### config.mk
export PLATFORM = sky130hd
export DESIGN_NAME = ssd_scan_driver
export DESIGN_NICKNAME = d
export VERILOG_FILES = /design/src/rtl/ssd_scan_driver.sv
export SDC_FILE = /design/constraint.sdc
export NUM_CORES = 1
export LEC_CHECK = 0
export CORE_MARGIN = 2
export CORE_UTILIZATION = 52
export DETAILED_ROUTE_END_ITERATION = 8
export PLACE_DENSITY = 0.82
export SLEW_MARGIN = 30
export SYNTH_ARGS = -nofsm -noshare
export SYNTH_HDL_FRONTEND = slang
export SYNTH_SLANG_ARGS = --single-unit
### constraint.sdc
create_clock -name clk -period 3 [get_ports clk]
set_input_delay 0.9 -clock clk [delete_from_list [all_inputs] [get_ports clk]]
set_output_delay 0.9 -clock clk [all_outputs]
set_load 0.005 [all_outputs]
### src/rtl/ssd_scan_driver.sv
// Multiplexed N-digit seven-segment scan driver with double-buffered data,
// per-digit decimal point and blink, leading-zero blanking and PWM dimming.
module ssd_scan_driver #(
   parameter int NUM_DIGITS   = 8,
   parameter int SCAN_DIV     = 100000,
   parameter int DIM_BITS     = 3,
   parameter int BLINK_FRAMES = 64
) (
   input  logic                    clk,
   input  logic                    rst,
   input  logic [4*NUM_DIGITS-1:0] data_in,
   input  logic [NUM_DIGITS-1:0]   dp_in,
   input  logic [NUM_DIGITS-1:0]   blink_mask,
   input  logic                    load,
   input  logic                    blank_lz,
   input  logic [DIM_BITS-1:0]     brightness,
   output logic [NUM_DIGITS-1:0]   anode,
   output logic [7:0]              cathode,
   output logic                    pending,
   output logic                    frame_start
);

   localparam int PW = $clog2(SCAN_DIV);
   localparam int IW = $clog2(NUM_DIGITS);
   localparam int FW = (BLINK_FRAMES > 1) ? $clog2(BLINK_FRAMES) : 1;

   logic [PW-1:0]           r_presc;
   logic [IW-1:0]           r_idx;
   logic [FW-1:0]           r_frame;
   logic                    r_dark;
   logic [4*NUM_DIGITS-1:0] r_sh_data;
   logic [NUM_DIGITS-1:0]   r_sh_dp;
   logic [NUM_DIGITS-1:0]   r_sh_blink;
   logic [4*NUM_DIGITS-1:0] r_act_data;
   logic [NUM_DIGITS-1:0]   r_act_dp;
   logic [NUM_DIGITS-1:0]   r_act_blink;
   logic                    r_pending;
   logic [NUM_DIGITS-1:0]   r_anode;
   logic [7:0]              r_cathode;
   logic                    r_frame_start;

   logic                    w_tc;
   logic                    w_last_digit;
   logic                    w_boundary;
   logic                    w_last_frame;
   logic [31:0]             w_on_window;
   logic                    w_lz_run;
   logic [NUM_DIGITS-1:0]   w_blank;
   logic [3:0]              w_cur_nib;
   logic                    w_cur_dp;
   logic                    w_cur_blink;
   logic                    w_cur_blank;
   logic                    w_visible;
   logic                    w_lit;
   logic [6:0]              w_seg;
   logic [NUM_DIGITS-1:0]   w_anode_nxt;
   logic [7:0]              w_cathode_nxt;

   // Active-low gfedcba font for hex digits 0-9, A, b, C, d, E, F.
   function automatic logic [6:0] seg_font(input logic [3:0] nib);
      logic [6:0] seg;
      case (nib)
         4'h0:    seg = 7'h40;
         4'h1:    seg = 7'h79;
         4'h2:    seg = 7'h24;
         4'h3:    seg = 7'h30;
         4'h4:    seg = 7'h19;
         4'h5:    seg = 7'h12;
         4'h6:    seg = 7'h02;
         4'h7:    seg = 7'h78;
         4'h8:    seg = 7'h00;
         4'h9:    seg = 7'h10;
         4'hA:    seg = 7'h08;
         4'hB:    seg = 7'h03;
         4'hC:    seg = 7'h46;
         4'hD:    seg = 7'h21;
         4'hE:    seg = 7'h06;
         4'hF:    seg = 7'h0E;
         default: seg = 7'h7F;
      endcase
      return seg;
   endfunction

   assign w_tc         = (r_presc == PW'(SCAN_DIV - 1));
   assign w_last_digit = (r_idx == IW'(NUM_DIGITS - 1));
   assign w_boundary   = w_tc && w_last_digit;
   assign w_last_frame = (r_frame == FW'(BLINK_FRAMES - 1));
   assign w_on_window  = (32'(brightness) + 32'd1) * (32'(SCAN_DIV) >> DIM_BITS);

   // Prescaler, digit index, frame counter and blink phase.
   always_ff @(posedge clk or negedge rst) begin
      if (!rst) begin
         r_presc <= '0;
         r_idx   <= '0;
         r_frame <= '0;
         r_dark  <= 1'b0;
      end else begin
         if (w_tc) begin
            r_presc <= '0;
            if (w_last_digit) begin
               r_idx <= '0;
            end else begin
               r_idx <= r_idx + IW'(1);
            end
         end else begin
            r_presc <= r_presc + PW'(1);
         end
         if (w_boundary) begin
            if (w_last_frame) begin
               r_frame <= '0;
               r_dark  <= ~r_dark;
            end else begin
               r_frame <= r_frame + FW'(1);
            end
         end
      end
   end

   // Shadow/active double buffer; a coincident load lands in shadow after active copied it.
   always_ff @(posedge clk or negedge rst) begin
      if (!rst) begin
         r_sh_data   <= '0;
         r_sh_dp     <= '0;
         r_sh_blink  <= '0;
         r_act_data  <= '0;
         r_act_dp    <= '0;
         r_act_blink <= '0;
         r_pending   <= 1'b0;
      end else begin
         if (w_boundary && r_pending) begin
            r_act_data  <= r_sh_data;
            r_act_dp    <= r_sh_dp;
            r_act_blink <= r_sh_blink;
         end
         if (load) begin
            r_sh_data  <= data_in;
            r_sh_dp    <= dp_in;
            r_sh_blink <= blink_mask;
            r_pending  <= 1'b1;
         end else if (w_boundary) begin
            r_pending <= 1'b0;
         end
      end
   end

   // Leading-zero run from the most significant digit; digit 0 always shows.
   always_comb begin
      w_lz_run = blank_lz;
      w_blank  = '0;
      for (int i = NUM_DIGITS - 1; i >= 0; i--) begin
         if (w_lz_run && (r_act_data[4*i +: 4] == 4'h0) && (i != 0)) begin
            w_blank[i] = 1'b1;
         end else begin
            w_blank[i] = 1'b0;
            w_lz_run   = 1'b0;
         end
      end
   end

   // Current-digit selection and next anode/cathode pattern.
   always_comb begin
      w_cur_nib   = 4'h0;
      w_cur_dp    = 1'b0;
      w_cur_blink = 1'b0;
      w_cur_blank = 1'b0;
      for (int i = 0; i < NUM_DIGITS; i++) begin
         w_cur_nib   = (r_idx == IW'(i)) ? r_act_data[4*i +: 4] : w_cur_nib;
         w_cur_dp    = (r_idx == IW'(i)) ? r_act_dp[i]          : w_cur_dp;
         w_cur_blink = (r_idx == IW'(i)) ? r_act_blink[i]       : w_cur_blink;
         w_cur_blank = (r_idx == IW'(i)) ? w_blank[i]           : w_cur_blank;
      end
      w_seg     = w_cur_blank ? 7'h7F : seg_font(w_cur_nib);
      w_visible = ~(w_cur_blink & r_dark) & (~w_cur_blank | w_cur_dp);
      w_lit     = w_visible && (32'(r_presc) < w_on_window);
      for (int i = 0; i < NUM_DIGITS; i++) begin
         w_anode_nxt[i] = ~((r_idx == IW'(i)) & w_lit);
      end
      w_cathode_nxt = {~w_cur_dp, w_seg};
   end

   // Registered pin drivers.
   always_ff @(posedge clk or negedge rst) begin
      if (!rst) begin
         r_anode       <= '1;
         r_cathode     <= 8'hFF;
         r_frame_start <= 1'b0;
      end else begin
         r_anode       <= w_anode_nxt;
         r_cathode     <= w_cathode_nxt;
         r_frame_start <= w_boundary;
      end
   end

   assign anode       = r_anode;
   assign cathode     = r_cathode;
   assign pending     = r_pending;
   assign frame_start = r_frame_start;

endmodule
## Word-level counts from Yosys, hierarchy flattened

Memories as Yosys holds them, arrays and structs flattened.
Index checks and enable logic that the tools add are counted.

| word-level totals | value |
|---|---|
| bits in latches | 0 |
| memories | 1 |
| ROM bits | 112 |
| bits in writable memories | 0 |
| input bits | 55 |
| register bits | 141 |
| word-level logic and storage cells | 123 |
| output and inout port bits | 18 |

| cells by class | value |
|---|---|
| multiplexer cells | 50 |
| div/mod/pow operators | 0 |
| $mul | 1 |
| bitwise gates (word level) | 23 |
| eq/ne operators | 9 |
| add/subtract/negate cells | 4 |
| shift-type cells | 0 |
| reductions and logical operators | 20 |
| order comparisons | 1 |

Memories:

| memory | words | bits a word | read ports | clocked after memory_dff | write ports | RTL line | text |
|---|---|---|---|---|---|---|---|
| (no name shown) | 16 | 7 | 1 | 0 | 0 | 62 | `case (nib)` |

Operator list:

| kind | number |
|---|---|
| $mux W1 | 38 |
| $mux W4 | 8 |
| $logic_not A4 Y1 | 7 |
| $lt A17 B18 Y1 | 1 |
| $add A17 B1 Y17 const B | 1 |
| $eq A17 B17 Y1 const B | 1 |
| $mux W17 | 1 |
| $mul A4 B12 Y16 const B | 1 |
| $eq A3 B3 Y1 const B | 4 |
| $not A1 Y1 | 12 |
| $and A1 B1 Y1 | 10 |
| $logic_and A1 B1 Y1 | 10 |
| $mux W7 | 1 |
| $add A6 B1 Y6 const B | 1 |
| $eq A3 B2 Y1 const B | 2 |
| $eq A6 B6 Y1 const B | 1 |
| $mux W6 | 1 |
| $add A3 B1 Y4 const B | 1 |
| $add A3 B1 Y3 const B | 1 |
| $eq A3 B1 Y1 const B | 1 |
| $logic_not A3 Y1 | 1 |
| $mux W3 | 1 |
| $reduce_and A2 Y1 | 1 |
| $reduce_bool A2 Y1 | 1 |
| $or A1 B1 Y1 | 1 |

## Longest topological paths before layout

| depth | value |
|---|---|
| word-level depth | 28 |
| gate-level depth with buffers | 20 |
| mapped depth without buffers | 19 |

## Worst setup path after synthesis

Ideal clock, no wire load.

| path | value |
|---|---|
| path kind | in2reg |
| from | input brightness[0] |
| to | register r_anode[0] (netlist: anode[0]) |
| required time | 2.896 ns |
| setup time | 0.104 ns |
| buffers on the path | 1 |
| setup slack | -1.628 ns |
| arrival time | 4.524 ns |
| stages on the path | 19 |
| path through | clkbuf_1 inv_1 ha_1 ha_1 ha_1 ha_1 a21oi_1 o21ai_0 a21o_1 a21oi_1 xor2_1 ha_1 a21oi_1 o21a_1 o21ai_0 a21oi_1 o41ai_1 a32oi_1 nand4_1 |

| on the way | value |
|---|---|
| cells in the longest elaborated chain, start to end | 6 |

RTL lines:

| what | RTL line | text |
|---|---|---|
| from (decl) | 16 | `input logic [DIM_BITS-1:0] brightness,` |
| $add A3 B1 Y4 | 88 | `assign w_on_window = (32'(brightness) + 32'd1) * (32'(SCAN_DIV) >> DIM_BITS);` |
| $mul A4 B12 Y16 | 88 |  |
| $lt A17 B18 Y1 | 174 | `w_lit = w_visible && (32'(r_presc) < w_on_window);` |
| $logic_and A1 B1 Y1 | 174 |  |
| $and A1 B1 Y1 | 176 | `w_anode_nxt[i] = ~((r_idx == IW'(i)) & w_lit);` |
| $not A1 Y1 | 176 |  |
| via w_anode_nxt[0] | 56 | `logic [NUM_DIGITS-1:0] w_anode_nxt;` |
| to (signal assigned) | 188 | `r_anode <= w_anode_nxt;` |
| to (decl) | 38 | `logic [NUM_DIGITS-1:0] r_anode;` |

The timed path passes the listed nets, and every way through them passes these cells.
A chain may end at the register's enable or synchronous reset.

## Worst setup path after layout

| path | value |
|---|---|
| from | input brightness[1] |
| to | register r_anode[6] (netlist: anode[6]) |

Same word-level chain as after synthesis.

==> impl_results.md <==
- Max Clock Skew: about 8.5 ps
- Final nets: 822
- Violated checks: negative setup slack
- FFs w/ async S/R, synth: 1.00
- Final period utilization: 1.21
- Die area: 0.0147 mm²
- Worst slew pin tran: 664 ps
- Count leader, synth: dfrtp_1
- Cts bufs inserted: 17
- Final non-filler cell total: 913
- Share of cells above drive strength 1: 0.335
- Main flop type after synthesis: dfrtp_1
- Row cnt: between 40 and 50
- CTS H-Tree Depth: 4
- # diodes: 0
- Hold Fails Final Rpt: 0
- Outcome: finished with violations
- Vias in the first global route: between 5000 and 6000
- Placed cell areas: 0.00840 mm²
- Critical setup path kind: in2reg
- Mapped Nets: 703
- CTS Buffer Depth: 2
- Setup violators final: 8
- 1st-iter DRT viols: 429
- CTS Sinks: around 140
- Post-synth EDFFs: 0
- TritonRoute pass-1 iters: 7
- Congestion Overflow GR: 0
- Via count: 5258
- Power Dens Cells: just over 500 mW/mm²
- Slew Limit Fails: 0
- I/O Buffers: 72
- Routed Antenna Nets: 0
- Max_slew headroom: 0.558
- Synthesized area: 0.00714 mm²
- Gate Count Post-Synth: 605
- Placed insts: 868
- Synth warn: 0
- Vias/cell: ~5.8
- Commonest cells in the netlist: dfrtp_1 (125), mux2_2 (78), ha_1 (43)
- Max frequency: about 280 MHz
- Hold crit path type: in2async
- Layout Utilization: 0.700
- Syn Area/Cell: 11.8 µm²
- P_leak: around 4.2 nW
- Area Overhead vs Synth: 30.7%
- Minimum clock period: 3630 ps
- Initial antenna violation count: 0
- Setup TNS: -4910 ps
- RSZ-0062 raised after global routing: yes
- Synth area leader: dfrtp_1
- Fillers: 926
- Final wirelength: 16300 µm
- Crit path DAT: 3950 ps
- I/O Pins: 73
- Top cell type's share of synthesized area: 0.438
- Die H: approximately 120 µm
- Starting density of the core: 0.535
- Dpl hpwl: 11200 µm
- First-pass GRT wire length: 26600 µm
- Setup slack after layout: -633 ps
- Count of cell types in the netlist: 59
- Data required time of the worst path: 3320 ps
- Die width: 121 µm
- # hold bufs at CTS: 0
- MaxCap Viol Count: 0
- Core ar.: 0.0133 mm²
- Pre-CTS setup slack: -1640 ps
- CP Capture Type: register
- Post-synthesis sequential area ratio: 0.497
- DRC errors left: 0
- Final instance area: 0.00934 mm²
- Worst skew pair latency: 420 ps
- VDD IR-drop max: 0.448 mV
- Wirelength per Cell: 17.9 µm
- CP Launch Type: input port
- Largest net degree at the start of global routing: 60
- CP max FO: 8
- Clk pin slew, worst setup/hold paths: about 60 ps
- Root Driver: clkbuf_16
- Tot GR Track Use: 0.234
- Number of synthesized register bits: about 140
- Placer Congestion: 0.825
- Largest cells by area after synthesis: dfrtp_1 (44%), mux2_2 (12%), ha_1 (7.5%)
- CTS tree: done
-- worst paths after layout --
| check | from | endpoint | slack (ps) | depth (start not counted) |
|---|---|---|---|---|
| worst min-delay path | rst | r_sh_data[27] | 440 | 1 |
| worst max register to register | r_idx[0] | cathode[3] | 130 | 11 |
| min in group clk | r_frame[4] | r_frame[4] | 460 | 1 |
| worst max-delay path | brightness[1] | anode[6] | -630 | 20 |
| worst min register to register | r_frame[4] | r_frame[4] | 460 | 1 |
| max in group asynchronous | rst | r_sh_data[15] | 1870 | 2 |
-- timing repair --
action                                  4_1_cts  5_1_grt
buffers inserted                              6        8
gates resized for setup                      28       29
pin swaps                                    22       24
endpoints found under the setup margin       10       12
-- layout by cell type (no fill, tap or decap), types with 15 or more instances in the layout --
master and n:
o21ai_0 26, mux2_4 20, nand2_1 37, a21oi_1 29
mux2_2 78, clkdlybuf4s50_1 67, clkbuf_16 17, xnor2_1 15
ha_1 28, nor2_1 22, inv_1 17, dfstp_2 16
nand4_1 15, dfrtp_1 125, buf_4 51
-- cell type report --
type | instances | area [µm²] | share of cell area
Clock buffer | 19 | 453 | 0.0485
Tap cell | 176 | 220 | 0.0236
Clock inverter | 13 | 179 | 0.0192
Timing Repair Buffer | 127 | 1180 | 0.126
Inverter | 22 | 95.1 | 0.0102
Sequential cell | 141 | 3550 | 0.380
Multi-Input combinational cell | 415 | 3660 | 0.392
-- registers in the layout, summed over array words and instances, names as in the netlist, 3 cells and up --
name and count:
r_act_blink 8, r_sh_data 32, r_act_data 32, r_presc 17, r_idx 3, r_sh_dp 8, r_frame 6, anode 8
r_sh_blink 8, r_act_dp 8, cathode 8
-- cell families (layout without fill, tap and decap cells) --
group	Yosys count	in the layout	synth area share
xor gates and xnor gates	31	31	0.0391
AOI/OAI and AO/OA	109	109	0.0935
DFF	141	141	0.497
muxes	100	100	0.168
adders and majority gates	43	43	0.0753
and+or+nand+nor	132	132	0.0976
buffers and inverters	49	181	0.0300
-- through the flow --
stage	hold slack, ps	power (W)
6_report	438	0.00475
5_1_grt	463	0.00493
4_1_cts	454	0.00475
3_5_place_dp	459	0.00250
3_3_place_gp	455	0.00247
2_1_floorplan	439	0.00227
-- worst max-delay path, stage by stage --
cell and delay (ps):
buf_12 90, inv_6 30, ha_4 230, ha_4 280, ha_4 200, ha_4 250
a21oi_4 120, o21ai_2 80, a21o_1 170, a21oi_2 130, xor2_1 170, ha_1 280
a21oi_2 140, o21a_1 110, o21ai_1 50, a21oi_1 170, o41ai_2 110, a32oi_2 150
buf_4 170, nand4_1 110
-- per-layer routing --
layer | vias to the layer above | part of all wire | track usage
met3 | 33 | 0.044 | 0.0536
met5 | - | 0 | 0
met1 | 2622 | 0.41 | 0.286
met4 | 0 | 0.021 | 0.0783
li1 | 2433 | - | -
met2 | 170 | 0.52 | 0.407
-- power by group --
| group | switching [W] | internal [W] |
|---|---|---|
| clock network | 0.000840 | 0.00137 |
| logic | 0.000231 | 0.000304 |
| registers | 0.0000373 | 0.00197 |
No activity file was read; power rests on OpenSTA's default activity.
